File: src/rtl/intdiv_seq.sv
// Sequential signed restoring divider: one quotient bit per clock, truncating
// quotient, remainder carrying the dividend's sign, divide-by-zero and overflow flags.
module intdiv_seq #(
  parameter int WIDTH = 8
) (
  input  logic             clk,
  input  logic             rst_n,
  input  logic             start,
  input  logic [WIDTH-1:0] A,
  input  logic [WIDTH-1:0] B,
  output logic             busy,
  output logic             done,
  output logic [WIDTH-1:0] Q,
  output logic [WIDTH-1:0] R,
  output logic             div_zero,
  output logic             overflow
);

  localparam int CW = $clog2(WIDTH);
  localparam logic [CW-1:0] CNT_INIT = CW'(WIDTH - 1);

  typedef enum logic [1:0] {IDLE, CALC, FIX} state_t;

  state_t           state;
  logic [CW-1:0]    cnt;
  logic [WIDTH-1:0] rem_r;
  logic [WIDTH-1:0] dvd_r;
  logic [WIDTH-1:0] dsr_r;
  logic             q_neg_r;
  logic             r_neg_r;
  logic             dz_r;
  logic             ovf_r;

  logic [WIDTH:0]   shifted;
  logic [WIDTH-1:0] diff;
  logic             ge;

  // |most-negative| is 2^(WIDTH-1), which still fits in WIDTH unsigned bits.
  function automatic logic [WIDTH-1:0] mag(input logic signed [WIDTH-1:0] v);
    return v[WIDTH-1] ? $unsigned(-v) : $unsigned(v);
  endfunction

  function automatic logic [WIDTH-1:0] apply_sign(input logic [WIDTH-1:0] m,
                                                  input logic             neg);
    logic signed [WIDTH-1:0] s;
    s = $signed(m);
    return neg ? $unsigned(-s) : m;
  endfunction

  // The WIDTH+1-bit compare decides the quotient bit; when it passes the true
  // difference is below the divisor, so its low WIDTH bits are exact.
  assign shifted = {rem_r, dvd_r[WIDTH-1]};
  assign ge      = shifted >= {1'b0, dsr_r};
  assign diff    = shifted[WIDTH-1:0] - dsr_r;

  always_ff @(posedge clk or negedge rst_n) begin
    if (!rst_n) begin
      state    <= IDLE;
      cnt      <= '0;
      busy     <= 1'b0;
      done     <= 1'b0;
      Q        <= '0;
      R        <= '0;
      div_zero <= 1'b0;
      overflow <= 1'b0;
    end else begin
      done <= 1'b0;
      case (state)
        IDLE: begin
          if (start) begin
            busy  <= 1'b1;
            cnt   <= CNT_INIT;
            state <= (B == '0) ? FIX : CALC;
          end
        end
        CALC: begin
          if (cnt == '0) state <= FIX;
          else           cnt   <= cnt - 1'b1;
        end
        FIX: begin
          // On divide-by-zero the dividend magnitude is still intact, so re-signing it yields A.
          Q        <= dz_r ? '1 : apply_sign(dvd_r, q_neg_r);
          R        <= dz_r ? apply_sign(dvd_r, r_neg_r) : apply_sign(rem_r, r_neg_r);
          div_zero <= dz_r;
          overflow <= ovf_r;
          done     <= 1'b1;
          busy     <= 1'b0;
          state    <= IDLE;
        end
        default: state <= IDLE;
      endcase
    end
  end

  always_ff @(posedge clk) begin
    case (state)
      IDLE: begin
        if (start) begin
          dvd_r   <= mag(A);
          dsr_r   <= mag(B);
          rem_r   <= '0;
          q_neg_r <= A[WIDTH-1] ^ B[WIDTH-1];
          r_neg_r <= A[WIDTH-1];
          dz_r    <= (B == '0);
          ovf_r   <= (A == {1'b1, {(WIDTH-1){1'b0}}}) && (B == '1);
        end
      end
      CALC: begin
        rem_r <= ge ? diff : shifted[WIDTH-1:0];
        dvd_r <= {dvd_r[WIDTH-2:0], ge};
      end
      default: ;
    endcase
  end

endmodule
File: config.mk
export PLATFORM = sky130hd
export DESIGN_NAME = intdiv_seq
export DESIGN_NICKNAME = d
export VERILOG_FILES = /design/src/rtl/intdiv_seq.sv
export SDC_FILE = /design/constraint.sdc
export NUM_CORES = 1
export LEC_CHECK = 0
export ABC_CLOCK_PERIOD_IN_PS = 4200
export CAP_MARGIN = 30
export CELL_PAD_IN_SITES_DETAIL_PLACEMENT = 0
export CELL_PAD_IN_SITES_GLOBAL_PLACEMENT = 1
export CORE_MARGIN = 4
export CORE_UTILIZATION = 46
export DETAILED_ROUTE_END_ITERATION = 7
export PLACE_DENSITY_LB_ADDON = 0.1
export SYNTH_ARGS = -nofsm -noshare
export SYNTH_HDL_FRONTEND = slang
export SYNTH_SLANG_ARGS = --single-unit
File: constraint.sdc
create_clock -name clk -period 4.2 [get_ports clk]
set_input_delay 0.42 -clock clk [delete_from_list [all_inputs] [get_ports clk]]
set_output_delay 0.42 -clock clk [all_outputs]
set_load 0.02 [all_outputs]
==> metrics, run 1 <==
Clock Path Buffers 2; critical path, cell by cell ha_1 -> a21o_1 -> a211o_1 -> a21oi_2 -> nand2_1 -> and3_1; Worst Setup Slack, final approximately 1900 ps; Leak ~0.0016 µW; detailed-route via count 2390; leading area contributor after synthesis edfxtp_1; max-cap viol count 0; ranking of synthesized cells by area edfxtp_1 (26%), dfrtp_1 (20%), nand2_1 (6.6%); largest net degree at the start of global routing 20; clock sinks between 50 and 60; async set or reset register ratio after synthesis about 47%; vias in the first global route around 2300; Ports 39; Die Y just over 90 µm; Clk Latency, worst-skew pair between 300 and 400 ps; multi-input logic area approximately 0.0016 mm²; final setup TNS 0 ps; ANT nets after route 0; Arr. time, crit path around 2300 ps; Crit path max-delay family compound AO/OA/AOI/OAI gates; Syn Inst Count between 300 and 400; Worst R2R Start rem_r[5]$_SDFFCE_PN0P_; Placer Congestion between 0.8 and 0.9; TritonCTS buffer count 5; Avg Inst Size Synth about 9.4 µm²; Synth Cell Area approximately 0.0032 mm²; first-pass GRT wire length 10860 µm; Setup Viol. Count Final 0; Critical Path Stages 6; Unique masters post-synth 50; # H-tree levels 2; Hold-fix buffers, CTS 0; Peak Freq between 0.4 and 0.5 GHz; EDFF count, synth 28; crit-path max FO 9; WL/cell ~14 µm; ys flop type edfxtp_1; CTS tree yes; Core Rows 30; root buffer cell clkbuf_8; share of the synthesized area in the top cell type roughly a quarter; R2R cell count 6; vias per inst 5.074; Post-CTS Resized 0; Reg clk slew, reported paths roughly 90 ps; pre-CTS WS 1962 ps; Required @ worst endpoint roughly 4300 ps; Final period util 53.81%; GR Util met2 between 20% and 30%; Starting Density between 40% and 50%; Iter 0 DRT Violations about 180; CP max stage cell edfxtp_1; FF+latch area roughly 0.0015 mm²; Nets between 400 and 500; Synth Warn # 0; GR Overflow Total 0; DP HPWL between 5000 and 6000 µm; antenna violations before repair 0; syn nets about 370; final hold vios 0; Total GRT Usage between 15 and 20%; number of antenna diodes 0; Critical R2R Capture rem_r[1]$_SDFFCE_PN0P_; Reg2Reg Setup Slack 1940 ps; RSZ-0062 raised after global routing no; Max Slew Vio Count 0; drt first pass iters 4; Max rail drop VDD between 0.2 and 0.3 mV; worst setup path startpoint rem_r[5]$_SDFFCE_PN0P_; area grow syn2layout 17.94%; DR DRC count 0; power density over cell area between 700 and 800 mW/mm²; # port buffers 38; grt met1 use between 20% and 30%; Min Clock Period, post-route roughly 2300 ps; Seq/Total Area, Yosys 45.80%; status finished clean; Die ar. between 0.008 and 0.009 mm²; Core Box Area 0.006794 mm²; Worst Clk Skew about 11 ps; worst min path class in2async; crit start category register; relative max-transition margin around 55%; crit path capture rem_r[1]$_SDFFCE_PN0P_; Layout fillers 659; layout cell share with drive strength beyond 1 under 10%; GR met3 Demand/Resource between 2 and 3%; final WL approximately 6500 µm; crit-path max cell delay approximately 480 ps; actual slew at the worst max-slew pin just under 700 ps; CP Buf/Inv Count 0; CP Capture Type register; Setup Buffers After CTS 0; Die X-Extent slightly above 90 µm; critical setup path kind reg2reg; grt peak-use layer met2; #FFs+latches synth 53
[synth_stat cells, types with 2 or more instances]
cell       n
a21o_1     2
a21oi_1   21
a221o_1    2
a31oi_1    2
and3_1     2
buf_1      2
buf_2      3
clkbuf_1   8
dfrtp_1   25
edfxtp_1  28
ha_1      15
inv_1     24
mux2i_1    7
nand2_1   56
nand2b_1   6
nand3_1    6
nand3b_1   2
nor2_1    26
nor2b_1    5
nor3_1     7
nor3b_1    2
nor4_1     2
o21ai_0   19
o21ai_1    2
o31ai_1    7
or3_1      6
or3b_1     2
xnor2_1   18
xor2_1    11
[per-stage QoR]
step                      instance area, µm²  cells  utilization [%]  total power [µW]  hold slack (ps)
after floorplan                         3202    339                -              1963            124.4
after global placement                  3657    461            53.83              2391            437.0
after detailed placement                3692    463            54.35              2410            431.4
after CTS                               3776    471            55.58              2695            406.1
after global routing                    3776    471            55.58              2899            416.0
final                                   3776    471            55.58              2671            407.3
[flip-flops by register name, indices dropped and copies added (netlist names), 2 cells and up]
name and cells:
state 2, R 8, Q 8, rem_r 8
dsr_r 8, cnt 3, dvd_r 8
[cell usage in the layout, fill, tap and decap left out, types with 2 or more instances in the layout]
cell type,netlist,final
nand2_1,56,56
clkdlybuf4s50_1,0,38
edfxtp_1,28,28
nor2_1,26,26
dfrtp_1,25,25
inv_1,24,24
a21oi_1,21,21
o21ai_0,19,19
xnor2_1,18,18
ha_1,15,15
xor2_1,11,11
nor3_1,7,7
o31ai_1,7,7
mux2i_1,7,7
nand2b_1,6,6
or3_1,6,6
nand3_1,6,6
nor2b_1,5,5
clkbuf_8,0,5
nand3b_1,2,2
nor3b_1,2,2
o21ai_1,2,2
a21o_1,2,2
nor4_1,2,2
or3b_1,2,2
a221o_1,2,2
a31oi_1,2,2
and3_1,2,2
buf_4,0,2
[power breakdown]
part	internal [µW]	switching (µW)	total [µW]	leakage (µW)
clock	121	161	282	0.0000457
sequential	816	206	1020	0.000598
combinational	630	736	1370	0.000969
[how the worst min path moves through the flow]
| stage | endpoint | slack (ps) | cells past startpoint |
|---|---|---|---|
| finish | busy$_DFFE_PN0P_ | 410 | 1 |
| global route | cnt[0]$_DFFE_PN0P_ | 420 | 1 |
| CTS | cnt[2]$_DFFE_PN0P_ | 410 | 1 |
| detailed placement | overflow$_DFFE_PN0P_ | 430 | 2 |
| global placement | overflow$_DFFE_PN0P_ | 440 | 2 |
| floorplan | Q[0]$_DFFE_PN0P_ | 120 | 0 |
[logic make-up (layout without fill, tap and decap cells)]
family          count (synthesis)  count (layout)  synth area share, %
compound gates                 69              69                13.68
buf+inv                        37              73                4.455
mux                             9               9                3.243
flops                          53              53                45.80
xor+xnor                       29              29                7.933
fa+ha+maj                      16              16                6.487
simple gates                  126             126                18.41
[per-layer routing]
metal | wire length (µm) | up-vias
li1 | - | 1249
met2 | 2983 | 36
met3 | 209 | 5
met5 | 0 | -
met1 | 3255 | 1100
met4 | 59 | 0
[final cells by class]
type                    count  share of cell area, %
multi-input cells         249                  42.18
flip-flops and latches     53                  38.83
well taps                  96                  3.181
clock inverters             1                 0.1657
inverters                  24                  2.386
clock buffers               7                  2.054
repair buffers             41                  11.20
[worst register-to-register path: stages (launching register included)]
cell and delay [ps]:
edfxtp_1 480, ha_1 400, a21o_1 200, a211o_1 340, a21oi_2 330, nand2_1 90, and3_1 190
Power figures use the tool's default switching activity.
==> run 2: changes to the inputs <==
Settings changed: ABC_CLOCK_PERIOD_IN_PS 4200 to 1900, CORE_UTILIZATION 46 to 39.
Clock period 4.2 ns to 1.9 ns, I/O delays scaled along.
==> metrics, run 2 (synthesis gave the netlist of run 1 again) <==
status finished with violations (was finished clean); failing checks setup timing; # port buffers 38 (unchanged); relative max-transition margin 65.72% (was 54.55%); Min Clock Period, post-route 1977 ps (was 2260 ps); Final Cell Area 0.004441 mm² (was 0.003776 mm²); Iter 0 DRT Violations 117 (was 179); Total GRT Usage 15.74% (was 15.99%); clock sinks 53 (unchanged); DR DRC count 0 (unchanged); RSZ-0062 raised after global routing yes (was no); Clk Latency, worst-skew pair 320 ps (was 310 ps); Leak 0.001912 µW (was 0.001612 µW); GR Overflow Total 0 (unchanged); commonest non-fill, non-tap cell in the layout nand2_1 (unchanged); Max Slew Vio Count 0 (unchanged); ANT nets after route 0 (unchanged); CTS tree yes (unchanged); power density over cell area 1641 mW/mm² (was 707.4 mW/mm²); Die Y 98.61 µm (was 91.43 µm); Ports 39 (unchanged); Final period util 104.1% (was 53.81%); R2R cell count 7 (was 6); Required @ worst endpoint 1940 ps (was 4270 ps); number of antenna diodes 0 (unchanged); WL/cell 14.35 µm (was 13.82 µm); Core Rows 32 (was 30); critical setup path kind reg2reg (unchanged); vias in the first global route 2493 (was 2251); Worst Clk Skew 20.31 ps (was 11.30 ps); CP Capture Type register (unchanged); detailed-route via count 2645 (was 2390); actual slew at the worst max-slew pin 513.7 ps (was 679.3 ps); Nets 465 (was 409); Setup Viol. Count Final 9 (was 0); final WL 7650 µm (was 6507 µm); worst min path class in2async (unchanged); # H-tree levels 2 (unchanged); antenna violations before repair 0 (unchanged); largest net degree at the start of global routing 26 (was 20); Post-DP Area 0.004021 mm² (was 0.003692 mm²); Arr. time, crit path 2020 ps (was 2330 ps); Core Box Area 0.007848 mm² (was 0.006794 mm²); TritonCTS buffer count 5 (unchanged); DP HPWL 5899 µm (was 5151 µm); root buffer cell clkbuf_8 (unchanged); Starting Density 40.80% (was 47.13%); Die X-Extent 98.61 µm (was 91.43 µm); Reg clk slew, reported paths 100 ps (was 90 ps); final hold vios 0 (unchanged); Die ar. 0.009723 mm² (was 0.008359 mm²); drt first pass iters 4 (unchanged); crit start category register (unchanged); max-cap viol count 0 (unchanged); area grow syn2layout 38.69% (was 17.94%); Peak Freq 0.5057 GHz (was 0.4425 GHz); Reg2Reg Setup Slack -80 ps (was 1940 ps); Placer Congestion 0.8005 (was 0.8110); layout cell share with drive strength beyond 1 25.52% (was 4.800%); final setup TNS -335.8 ps (was 0 ps); Hold-fix buffers, CTS 0 (unchanged); Worst Setup Slack, final -77.35 ps (was 1940 ps); vias per inst 4.962 (was 5.074); first-pass GRT wire length 12320 µm (was 10860 µm); Max rail drop VDD 0.5519 mV (was 0.2767 mV); Critical R2R Capture rem_r[6]$_SDFFCE_PN0P_ (was rem_r[1]$_SDFFCE_PN0P_); Clock Path Buffers 2 (unchanged); crit-path max FO 2 (was 9); most frequent cells in the layout nand2_1 (54), buf_4 (52), clkdlybuf4s50_1 (38) (was nand2_1 (56), clkdlybuf4s50_1 (38), edfxtp_1 (28)); Worst R2R Start dsr_r[0]$_DFFE_PP_ (was rem_r[5]$_SDFFCE_PN0P_)
run 2: through the flow:
| stage | util (%) | power [µW] | cells | setup WS, ps | hold slack, ps |
|---|---|---|---|---|---|
| after floorplan | - | 4405 | 339 | 12.17 | -105.6 |
| after global placement | 51.24 | 5868 | 510 | -110.1 | 437.0 |
| after detailed placement | 51.24 | 5927 | 510 | -144.5 | 449.2 |
| after CTS | 53.87 | 6841 | 525 | -62.65 | 221.0 |
| after global routing | 56.58 | 7870 | 533 | -155.6 | 244.9 |
| final | 56.58 | 7286 | 533 | -77.35 | 220.0 |
run 2: area by class of cell:
type                    count  area (µm²)
inverters                  24       90.09
well taps                 102       127.6
multi-input cells         249        1821
flip-flops and latches     53        1466
repair buffers             97       849.6
clock buffers               6       72.57
clock inverters             2       13.76
fillers                   735        3407
run 2: worst max-delay path: stages, from the launching register on:
cell and delay, ps:
edfxtp_1 420, ha_4 190, fa_2 370, nor2b_4 120
o31a_1 190, mux2i_1 190, a31o_2 180, a21oi_2 50
run 2: how the worst max path moves through the flow:
| stage | start | end | cells after the start |
|---|---|---|---|
| 2_1_floorplan | dvd_r[7]$_DFFE_PP_ | rem_r[6]$_SDFFCE_PN0P_ | 8 |
| 3_3_place_gp | rem_r[1]$_SDFFCE_PN0P_ | rem_r[3]$_SDFFCE_PN0P_ | 6 |
| 3_5_place_dp | rem_r[1]$_SDFFCE_PN0P_ | rem_r[3]$_SDFFCE_PN0P_ | 6 |
| 4_1_cts | dsr_r[0]$_DFFE_PP_ | rem_r[6]$_SDFFCE_PN0P_ | 7 |
| 5_1_grt | dvd_r[7]$_DFFE_PP_ | rem_r[6]$_SDFFCE_PN0P_ | 8 |
| 6_report | dsr_r[0]$_DFFE_PP_ | rem_r[6]$_SDFFCE_PN0P_ | 7 |
run 2: power by group:
group	leakage [µW]	internal, µW	switching (µW)	total [µW]
Clock	0.0000456	264	386	650
Sequential	0.000598	1800	349	2150
Combinational	0.00127	2290	2200	4490
run 2: repair_timing:
item / 4_1_cts / 5_1_grt
endpoints found under the hold margin: 0 / 0
pin swaps: 11 / 20
gates resized for setup: 11 / 34
endpoints found under the setup margin: 10 / 12
buffers inserted: 8 / 9
run 2: routing by layer:
| layer | part of all wire, % | GRT usage, % |
|---|---|---|
| met5 | 0 | 0 |
| met4 | 1.2 | 4.412 |
| met3 | 3.4 | 2.335 |
| met2 | 47 | 25.12 |
| met1 | 48 | 22.32 |
==> run 3: changes to the inputs <==
Settings changed: MAX_ROUTING_LAYER from default to met4, SLEW_MARGIN from default to 40.
==> metrics, run 3 (synthesis gave the netlist of run 1 again) <==
drt first pass iters 5 (was 4); first-pass GRT wire length 12320 µm (unchanged); failing checks setup timing (unchanged); Final period util 104.0% (was 104.1%); worst setup path startpoint dsr_r[0]$_DFFE_PP_ (unchanged); power density over cell area 1642 mW/mm² (was 1641 mW/mm²); area grow syn2layout 38.69% (unchanged); largest net degree at the start of global routing 26 (unchanged); Required @ worst endpoint 1950 ps (was 1940 ps); CP Capture Type register (unchanged); worst min path class in2async (unchanged); final WL 7668 µm (was 7650 µm); Max rail drop VDD 0.5497 mV (was 0.5519 mV); TritonCTS buffer count 5 (unchanged); critical setup path kind reg2reg (unchanged); Final Cell Area 0.004441 mm² (unchanged); Max Slew Vio Count 0 (unchanged); RSZ-0062 raised after global routing yes (unchanged); Leak 0.001912 µW (unchanged); # port buffers 38 (unchanged); Worst Clk Skew 21.94 ps (was 20.31 ps); layout cell share with drive strength beyond 1 25.52% (unchanged); actual slew at the worst max-slew pin 536.3 ps (was 513.7 ps); status finished with violations (unchanged); CP max stage cell edfxtp_1 (unchanged); final hold vios 0 (unchanged); Min Clock Period, post-route 1976 ps (was 1977 ps); detailed-route via count 2657 (was 2645); Post-DP Area 0.004021 mm² (unchanged); Worst R2R Start dsr_r[0]$_DFFE_PP_ (unchanged); R2R cell count 7 (unchanged); crit path capture rem_r[6]$_SDFFCE_PN0P_ (unchanged); Reg2Reg Setup Slack -80 ps (about the same); Peak Freq 0.5062 GHz (was 0.5057 GHz); crit-path max cell delay 420 ps (about the same); root buffer cell clkbuf_8 (unchanged); number of antenna diodes 0 (unchanged); crit-path max FO 2 (unchanged); Core Rows 32 (unchanged); vias in the first global route 2491 (was 2493); Arr. time, crit path 2020 ps (about the same); WHS 214.0 ps (was 220.0 ps); ANT nets after route 0 (unchanged); vias per inst 4.985 (was 4.962); Placer Congestion 0.8120 (was 0.8005); Total GRT Usage 16.22% (was 15.74%); DR DRC count 0 (unchanged); most frequent cells in the layout nand2_1 (54), buf_4 (52), clkdlybuf4s50_1 (38) (unchanged); fin util 56.58% (unchanged); CTS tree yes (unchanged); Nets 465 (unchanged); DP HPWL 5899 µm (unchanged); max-cap viol count 0 (unchanged); GR Overflow Total 0 (unchanged); Die X-Extent 98.61 µm (unchanged); Die ar. 0.009723 mm² (unchanged); Clock Path Buffers 2 (unchanged); WL/cell 14.39 µm (was 14.35 µm); crit start category register (unchanged); Critical R2R Capture rem_r[6]$_SDFFCE_PN0P_ (unchanged); Setup Viol. Count Final 8 (was 9); Clk Latency, worst-skew pair 320 ps (about the same); Die Y 98.61 µm (unchanged); relative max-transition margin 64.21% (was 65.72%); antenna violations before repair 0 (unchanged); # H-tree levels 2 (unchanged); critical path, cell by cell ha_4 -> fa_2 -> nor2b_4 -> o31a_1 -> mux2i_1 -> a31o_2 -> a21oi_2 (unchanged); clock sinks 53 (unchanged); Reg clk slew, reported paths 110 ps (was 100 ps); Worst Setup Slack, final -75.60 ps (was -77.35 ps); Core Box Area 0.007848 mm² (unchanged); Starting Density 40.80% (unchanged); Iter 0 DRT Violations 110 (was 117); Ports 39 (unchanged); commonest non-fill, non-tap cell in the layout nand2_1 (unchanged)
==> run 3: cell counts in the layout (fill, tap and decap cells not counted) <==
No cell type changed its count.
==> run 3: metrics by stage <==
step	setup TNS, ps	std cells	setup slack, ps	total power (µW)
detailed placement	-803.8	510	-144.5	5927
finish	-328.2	533	-75.60	7291
CTS	-269.3	525	-62.65	6841
global placement	-600.7	510	-110.1	5868
floorplan	0	339	12.17	4405
global route	-999.0	533	-155.6	7872
==> run 3: layout make-up <==
class | count | area [µm²]
sequential | 53 | 1466
clock buffer | 6 | 72.57
timing repair buffer | 97 | 849.6
clock inverter | 2 | 13.76
tap | 102 | 127.6
multi-input combinational | 249 | 1821
fill | 735 | 3407
inverter | 24 | 90.09
==> run 3: critical path: cells and delay by family (launching register included) <==
kind	cells	cell delay [ps]
AOI/OAI and AO/OA	3	410
adders and majority gates	2	560
DFF	1	420
muxes	1	190
and+or+nand+nor	1	130
==> run 3: what timing repair did <==
action | in CTS | in global routing
hold buffers | 0 | 0
endpoints found under the setup margin | 10 | 12
setup buffers | 8 | 9
pin swaps | 11 | 20
gates resized for setup | 11 | 34
==> run 3: worst min-delay path by stage <==
| stage | start | end |
|---|---|---|
| floorplan | rst_n | Q[0]$_DFFE_PN0P_ |
| global placement | ovf_r$_DFFE_PP_ | overflow$_DFFE_PN0P_ |
| detailed placement | ovf_r$_DFFE_PP_ | overflow$_DFFE_PN0P_ |
| CTS | rst_n | cnt[0]$_DFFE_PN0P_ |
| global route | rst_n | cnt[2]$_DFFE_PN0P_ |
| finish | rst_n | cnt[2]$_DFFE_PN0P_ |
==> run 3: report_power, final <==
part	leakage (µW)	total (µW)	switching [µW]	internal, µW
Clock	0.0000456	655	391	264
Combinational	0.00127	4490	2200	2290
Sequential	0.000598	2150	350	1800
Total	0.00191	7290	2940	4350
==> run 3: layer usage <==
metal / track usage, % / routed length [µm] / vias up
met4: 4.412 / 79 / 0
li1: - / - / 1366
met1: 22.41 / 3776 / 1241
met5: - / 0 / -
met2: 25.07 / 3591 / 45
met3: 2.335 / 220 / 5
